`src/rtl/deserializer.sv`:
```
// deserializer: receive side of the serial link.
// Synchronizes an externally clocked serial stream (ser_clock/ser_data framed
// by ser_frame) into the clock domain, samples data on falling ser_clock
// edges, assembles LSB-first words and hands them out through a one-word
// valid/ready holding register.
// Optional feature: define DESERIALIZER_PARITY_EN to receive one extra even
// parity bit per word and expose the parity_error output.
module deserializer #(
    parameter int WIDTH       = 8,
    parameter int SYNC_STAGES = 2
) (
    input  logic             clock,
    input  logic             reset,
    input  logic             ser_clock,
    input  logic             ser_data,
    input  logic             ser_frame,
    output logic [WIDTH-1:0] par_data,
    output logic             par_valid,
    input  logic             par_ready,
    output logic             overrun,
    output logic             frame_error,
`ifdef DESERIALIZER_PARITY_EN
    output logic             parity_error,
`endif
    output logic             busy
);

    localparam int CW = $clog2(WIDTH + 1);

    typedef enum logic [1:0] {
        S_IDLE,
        S_SHIFT,
        S_DONE
`ifdef DESERIALIZER_PARITY_EN
        , S_PARITY
`endif
    } state_t;

    logic [SYNC_STAGES-1:0] sclk_sync_q;
    logic [SYNC_STAGES-1:0] sdat_sync_q;
    logic [SYNC_STAGES-1:0] sfrm_sync_q;
    logic                   sclk_prev_q;
    logic                   sclk_s;
    logic                   sdat_s;
    logic                   sfrm_s;
    logic                   fall;

    state_t                 state_q, state_d;
    logic [CW-1:0]          cnt_q, cnt_d;
    logic [WIDTH-1:0]       shift_q, shift_d;
    logic                   word_done;
    logic [WIDTH-1:0]       word_val;
    logic                   ferr_d;

    logic [WIDTH-1:0]       par_data_q, par_data_d;
    logic                   par_valid_q, par_valid_d;
    logic                   overrun_q, overrun_d;
    logic                   frame_error_q;
`ifdef DESERIALIZER_PARITY_EN
    logic                   perr_d;
    logic                   parity_error_q;
`endif

    assign sclk_s = sclk_sync_q[SYNC_STAGES-1];
    assign sdat_s = sdat_sync_q[SYNC_STAGES-1];
    assign sfrm_s = sfrm_sync_q[SYNC_STAGES-1];
    // Data is stable around the falling edge since the transmitter changes it on the rise.
    assign fall   = sclk_prev_q & ~sclk_s;

    // Synchronizer chains for the three serial pins plus the edge-detect flop.
    always_ff @(posedge clock) begin
        if (reset) begin
            sclk_sync_q <= '0;
            sdat_sync_q <= '0;
            sfrm_sync_q <= '0;
            sclk_prev_q <= 1'b0;
        end else begin
            sclk_sync_q <= {sclk_sync_q[SYNC_STAGES-2:0], ser_clock};
            sdat_sync_q <= {sdat_sync_q[SYNC_STAGES-2:0], ser_data};
            sfrm_sync_q <= {sfrm_sync_q[SYNC_STAGES-2:0], ser_frame};
            sclk_prev_q <= sclk_s;
        end
    end

    // Receive FSM: framing, bit counting and word assembly.
    always_comb begin
        state_d   = state_q;
        cnt_d     = cnt_q;
        shift_d   = shift_q;
        word_done = 1'b0;
        word_val  = shift_q;
        ferr_d    = 1'b0;
`ifdef DESERIALIZER_PARITY_EN
        perr_d    = 1'b0;
`endif
        case (state_q)
            S_IDLE: begin
                cnt_d   = '0;
                shift_d = '0;
                if (sfrm_s) begin
                    state_d = S_SHIFT;
                end
            end
            S_SHIFT: begin
                if (fall) begin
                    shift_d = {sdat_s, shift_q[WIDTH-1:1]};
                    cnt_d   = cnt_q + 1'b1;
                    // Leaving SHIFT on the last bit keeps the counter from wrapping.
                    if (cnt_q == CW'(WIDTH - 1)) begin
`ifdef DESERIALIZER_PARITY_EN
                        state_d = S_PARITY;
`else
                        word_done = 1'b1;
                        word_val  = shift_d;
                        state_d   = S_DONE;
`endif
                    end
                end else if (!sfrm_s) begin
                    ferr_d  = 1'b1;
                    state_d = S_IDLE;
                end
            end
`ifdef DESERIALIZER_PARITY_EN
            S_PARITY: begin
                if (fall) begin
                    // Even parity: XOR of data and parity bit must be zero.
                    perr_d    = ^{shift_q, sdat_s};
                    word_done = 1'b1;
                    word_val  = shift_q;
                    state_d   = S_DONE;
                end else if (!sfrm_s) begin
                    ferr_d  = 1'b1;
                    state_d = S_IDLE;
                end
            end
`endif
            S_DONE: begin
                // Stray falls after the word are ignored; only frame end matters.
                if (!sfrm_s) begin
                    state_d = S_IDLE;
                end
            end
            default: begin
                state_d = S_IDLE;
            end
        endcase
    end

    // Holding register: load when empty or emptied this cycle, else drop and flag overrun.
    always_comb begin
        par_data_d  = par_data_q;
        par_valid_d = par_valid_q;
        overrun_d   = 1'b0;
        if (word_done) begin
            if (!par_valid_q || par_ready) begin
                par_data_d  = word_val;
                par_valid_d = 1'b1;
            end else begin
                overrun_d = 1'b1;
            end
        end else if (par_valid_q && par_ready) begin
            par_valid_d = 1'b0;
        end
    end

    // State, datapath and registered output pulses.
    always_ff @(posedge clock) begin
        if (reset) begin
            state_q       <= S_IDLE;
            cnt_q         <= '0;
            shift_q       <= '0;
            par_data_q    <= '0;
            par_valid_q   <= 1'b0;
            overrun_q     <= 1'b0;
            frame_error_q <= 1'b0;
`ifdef DESERIALIZER_PARITY_EN
            parity_error_q <= 1'b0;
`endif
        end else begin
            state_q       <= state_d;
            cnt_q         <= cnt_d;
            shift_q       <= shift_d;
            par_data_q    <= par_data_d;
            par_valid_q   <= par_valid_d;
            overrun_q     <= overrun_d;
            frame_error_q <= ferr_d;
`ifdef DESERIALIZER_PARITY_EN
            parity_error_q <= perr_d;
`endif
        end
    end

    assign par_data    = par_data_q;
    assign par_valid   = par_valid_q;
    assign overrun     = overrun_q;
    assign frame_error = frame_error_q;
`ifdef DESERIALIZER_PARITY_EN
    assign parity_error = parity_error_q;
    assign busy         = (state_q == S_SHIFT) || (state_q == S_PARITY);
`else
    assign busy         = (state_q == S_SHIFT);
`endif

endmodule
```
`config.mk`:
```
export PLATFORM = sky130hd
export DESIGN_NAME = deserializer
export DESIGN_NICKNAME = d
export VERILOG_FILES = /design/src/rtl/deserializer.sv
export SDC_FILE = /design/constraint.sdc
export NUM_CORES = 1
export LEC_CHECK = 0
export CAP_MARGIN = 5
export CORE_MARGIN = 8
export CORE_UTILIZATION = 54
export DETAILED_ROUTE_END_ITERATION = 10
export HOLD_SLACK_MARGIN = 0.1
export PLACE_DENSITY = 0.91
export SYNTH_ARGS = -nofsm -noshare
export SYNTH_HDL_FRONTEND = slang
export SYNTH_SLANG_ARGS = --single-unit
export TNS_END_PERCENT = 50
```
`constraint.sdc`:
```
create_clock -name clock -period 4.8 [get_ports clock]
set_clock_uncertainty 0.15 [all_clocks]
set_input_delay 0.48 -clock clock [delete_from_list [all_inputs] [get_ports clock]]
set_output_delay 0.48 -clock clock [all_outputs]
set_load 0.01 [all_outputs]
```
==> flow_summary.json, run 1 <==
{
  "slowest_stage": "clkdlybuf4s50_1",
  "detailed_place.area_um2": 1300,
  "max_stage_delay_ps": 520,
  "rr_endpoint": "par_data[4]",
  "grt_pass1_vias": 730,
  "grt_pass1_wl_um": 3200,
  "cp.required_ps": 4170,
  "cts_max_path_buffers": 2,
  "worst_skew_pair.late_latency_ps": 330,
  "relSlewSlack_pct": 32.8,
  "fp-row-count": 16,
  "die_w_um": 61.5,
  "finalSetupViolCount": 0,
  "area_delta_synth_final_pct": 20.2,
  "ys.warnings.count": 0,
  "yosys_register_bits": 31,
  "wl_per_cell_um": 12.7,
  "place_ws_ps": 2410,
  "die_h_um": 61.5,
  "cts.htree.levels": 2,
  "synthCells": 107,
  "cp_data_arrival_time_ps": 1560,
  "startpoint": "state_q[0]",
  "place.gp.congestion": 0.784,
  "finalNetCount": 133,
  "ys_types": 26,
  "cp-end-kind": "output pin",
  "pin_count": 18,
  "viasPerCell": 5.19,
  "hold_path_depth": 1,
  "core_region_area_um2": 1960,
  "r2r-start": "cnt_q[0]",
  "grt_usage_pct": 12.0,
  "dp_hpwl_um": 1330,
  "path_clk_slew_ps": 90,
  "hold_path_class": "flip-flop to flip-flop",
  "cts_buffers": 5,
  "tightest_slew_ps": 1000,
  "syn_nets": 114,
  "start_util_pct": 57.1,
  "power.leakage_uw": 0.000469,
  "hold_viol_final": 0,
  "final_cell_mix": "dfxtp_1, nor2_1, clkdlybuf4s50_1",
  "vdd_ir_drop_max_uv": 205,
  "crit_end": "busy",
  "worstSetupPathType": "flip-flop to output pin",
  "drv_slew": 0,
  "grt_setup_unrepaired": "false",
  "layout_min_cycle_time_ps": 2190,
  "design_area_um2": 1350,
  "rrSetupSlack_ps": 2740,
  "firstDrtPassIters": 4,
  "routed_wl_um": 1960,
  "cts-resized-gates": 0,
  "syn_area_per_cell_um2": 10.5,
  "path_cells": "nand2b_2 > inv_2 > clkdlybuf4s50_1",
  "cap_violations": 0,
  "postCtsHoldBufs": 0,
  "drc": 0,
  "post-route-period-util_pct": 45.7,
  "cts_setup_buffers": 0,
  "cts_sinks": 31,
  "grt.overflow.total": 0,
  "grt_start_max_net_pins": 32,
  "mostFrequentLayoutCell": "dfxtp_1",
  "syn_area_um2": 1120,
  "antenna_cells": 0,
  "root_buffer": "clkbuf_4",
  "antenna_found_initial": 0,
  "path_max_fanout": 7,
  "numPortBuffers": 17,
  "dieArea_um2": 3790,
  "drive_gt1_share_pct": 8.66,
  "cp-start-kind": "flip-flop",
  "outcome": "completed",
  "seq_area_frac_synth_pct": 55.4,
  "drt_iter0_markers": 18,
  "p_per_area_nw_per_um2": 308,
  "antenna_left": 0,
  "cts_tree": "yes",
  "via_count": 800,
  "max_freq_mhz": 456,
  "finalSetupTns_ps": 0,
  "rr_worst_depth": 5,
  "setup_ws_ps": 2610
}
## flip-flops by register name, summed over array words and instances, names as in the netlist, 2 cells and up
signal and count:
state_q 2, shift_q 7, sfrm_sync_q 2, cnt_q 4, sclk_sync_q 2, sdat_sync_q 2, par_data 8
## Yosys cell counts (all sizes together)
cell	number	area share, %
a211oi	2	1.3
a21o	1	0.67
a21oi	4	1.8
a22oi	8	5.4
buf	2	1.5
clkbuf	3	1.0
dfxtp	31	55
ha	1	1.1
inv	1	0.33
mux2i	9	8.0
nand2	1	0.33
nand2b	2	1.3
nand3	1	0.45
nand3b	2	1.3
nand4bb	1	2.5
nor2	22	8.0
nor2b	8	4.5
nor3	3	1.3
nor3b	1	1.1
nor4	1	0.56
or2	1	0.56
or2b	1	0.67
xnor2	1	0.78
## through the flow
stage | utilization (%) | power (uW) | instances | hold slack (ps)
after global placement | 66.1 | 281 | 146 | 268
after CTS | 68.6 | 417 | 154 | 299
after global routing | 68.6 | 432 | 154 | 310
after floorplan | - | 275 | 107 | 264
final | 68.6 | 415 | 154 | 295
after detailed placement | 66.1 | 281 | 146 | 277
## worst min path at each step
| stage | to | slack [ps] | startpoint |
|---|---|---|---|
| 2_1_floorplan | sclk_sync_q[1] | 260 | sclk_sync_q[0] |
| 3_3_place_gp | sfrm_sync_q[1] | 270 | sfrm_sync_q[0] |
| 3_5_place_dp | sfrm_sync_q[1] | 280 | sfrm_sync_q[0] |
| 4_1_cts | sfrm_sync_q[1] | 300 | sfrm_sync_q[0] |
| 5_1_grt | sdat_sync_q[1] | 310 | sdat_sync_q[0] |
| 6_report | sfrm_sync_q[1] | 290 | sfrm_sync_q[0] |
## per-layer routing
metal	global-route usage (%)	share of wire, %	wire length (um)
met1	12.2	44	858
met2	19.1	47	920
met3	5.85	6.2	122
met4	7.79	2.8	55
met5	0	0	0
## worst max-delay path: cells and delay by family (launching register included)
family / cells / cell delay [ps]
buffers and inverters: 2 / 580
flip-flops: 1 / 500
AND/OR/NAND/NOR: 1 / 150
## power by group
group | switching, uW | internal [uW]
combinational | 6.41 | 6.80
sequential | 1.81 | 260
clock | 83.1 | 56.9
## layout make-up
cell class / count / area [um2]
well taps: 27 / 33.8
clock buffers: 7 / 45.0
inverters: 1 / 3.75
fillers: 167 / 616
multi-input cells: 70 / 468
flip-flops and latches: 31 / 621
repair buffers: 17 / 170
clock inverters: 1 / 5.00
## cells by family after synthesis
family	Yosys count	share of synthesized area [%]
multiplexers	9	8.05
adder cells (fa/ha/maj)	1	1.12
buffers and inverters	6	2.79
flip-flops	31	55.4
XOR/XNOR	1	0.782
AND/OR/NAND/NOR	44	22.7
AO/OA/AOI/OAI	15	9.16
Note: power is estimated with default switching activity, not from simulation.
==> run 2, diff against run 1 <==
CORE_UTILIZATION = 50   (was 54)
PLACE_DENSITY = 0.86   (was 0.91)
clock period = 2.1 ns   (was 4.8 ns; I/O delays follow)
==> flow_summary.json, run 2 (synthesis results as in run 1) <==
{
  "outcome": "completed",
  "hold_viol_final": 0,
  "detailed_place.area_um2": 1330,
  "max_freq_mhz": 519,
  "dieArea_um2": 4010,
  "drv_slew": 0,
  "cts_sinks": 31,
  "internal-power_uw": 895,
  "relSlewSlack_pct": 70.5,
  "rr_worst_depth": 6,
  "tightest_slew_ps": 441,
  "worst_skew_pair.late_latency_ps": 320,
  "slowest_stage": "clkdlybuf4s50_1",
  "cp-end-kind": "output pin",
  "design_area_um2": 1410,
  "finalSetupTns_ps": 0,
  "via_count": 799,
  "final_cell_mix": "dfxtp_1, nor2_1, clkdlybuf4s50_1",
  "cts_tree": "yes",
  "die_h_um": 63.3,
  "hold_path_depth": 2,
  "post-route-period-util_pct": 91.7,
  "grt_pass1_vias": 750,
  "cts_buffers": 5,
  "vdd_ir_drop_max_uv": 586,
  "pin_count": 18,
  "cts_max_path_buffers": 2,
  "path_cells": "nand2b_2 > inv_2 > clkdlybuf4s50_1",
  "worstSetupPathType": "flip-flop to output pin",
  "finalNetCount": 135,
  "hold_path_class": "input pin to flip-flop",
  "min_from": "ser_data",
  "pwr-share-comb_pct": 3.2,
  "firstDrtPassIters": 4,
  "cts-resized-gates": 0,
  "cp-start-kind": "flip-flop",
  "fp-row-count": 17,
  "path_max_fanout": 7,
  "grt_setup_unrepaired": "false",
  "cts.htree.levels": 2,
  "grt_start_max_net_pins": 22,
  "grt_usage_pct": 9.84,
  "root_buffer": "clkbuf_4",
  "grt_pass1_wl_um": 3190,
  "rr_endpoint": "par_data[7]",
  "cp_data_arrival_time_ps": 1570,
  "p_per_area_nw_per_um2": 784,
  "r2r-start": "cnt_q[0]",
  "antenna_left": 0,
  "die_w_um": 63.3,
  "area_delta_synth_final_pct": 26.0,
  "dp_hpwl_um": 1280,
  "grt.overflow.total": 0,
  "largest_reg_flops": 8,
  "wl_per_cell_um": 11.8,
  "postCtsHoldBufs": 0,
  "antenna_cells": 0,
  "path_clk_slew_ps": 90,
  "power_frac_clock_pct": 42.8,
  "swShare_pct": 19.2,
  "core_region_area_um2": 2170,
  "mostFrequentLayoutCell": "dfxtp_1",
  "start_util_pct": 51.6,
  "viasPerCell": 5.09,
  "drc": 0,
  "max_stage_delay_ps": 530,
  "finalSetupViolCount": 0,
  "power.leakage_uw": 0.000503,
  "cts_setup_buffers": 0,
  "drive_gt1_share_pct": 11.6,
  "min_to": "sdat_sync_q[0]",
  "cap_violations": 0,
  "numPortBuffers": 17,
  "routed_wl_um": 1850,
  "rrSetupSlack_ps": 460,
  "place.gp.congestion": 0.786,
  "layout_min_cycle_time_ps": 1930,
  "antenna_found_initial": 0,
  "drt_iter0_markers": 26,
  "pwr-share-seq_pct": 54.0,
  "cp.required_ps": 1740,
  "p_sw_uw": 213
}
[run 2: layout make-up]
type,instances,area [um2]
Clock buffer,6,51.3
Clock inverter,2,35.0
Fill cell,180,758
Inverter,1,3.75
Multi-Input combinational cell,70,468
Sequential cell,31,621
Tap cell,28,35.0
Timing Repair Buffer,19,198
[run 2: worst max path at each step]
stage	from	end	depth (start not counted)
6_report	state_q[0]	busy	3
4_1_cts	state_q[0]	busy	3
2_1_floorplan	cnt_q[0]	par_data[0]	6
3_5_place_dp	par_ready	par_data[7]	6
5_1_grt	state_q[0]	busy	3
3_3_place_gp	par_ready	par_data[7]	6
[run 2: routing by layer]
layer / vias up / wire length, um / GRT usage (%)
met4: 0 / 31 / 6.41
met1: 367 / 841 / 10.3
met3: 4 / 143 / 6.18
met5: - / 0 / 0
met2: 19 / 837 / 14.3
li1: 409 / - / -
[run 2: power by group through the flow]
stage	registers (uW)	clock network [uW]	logic, uW
final	598	474	34.9
after global routing	599	520	37.9
after CTS	598	488	35.5
after detailed placement	612	0	35.2
after global placement	612	0	34.6
after floorplan	611	0	17.6
[run 2: worst max-delay path: cells and delay by family, from the launching register on]
kind	cells	cell delay, ps
buffers and inverters	2	600
DFF	1	500
and+or+nand+nor	1	150
[run 2: metrics by stage]
step	power, uW	util (%)	hold WS [ps]	setup WS (ps)	instances
after detailed placement	647	61.1	278	421	149
after floorplan	629	-	132	599	107
after global routing	1160	65.1	273	109	157
final	1110	65.1	288	174	157
after CTS	1120	65.1	269	156	157
after global placement	646	61.1	268	439	149
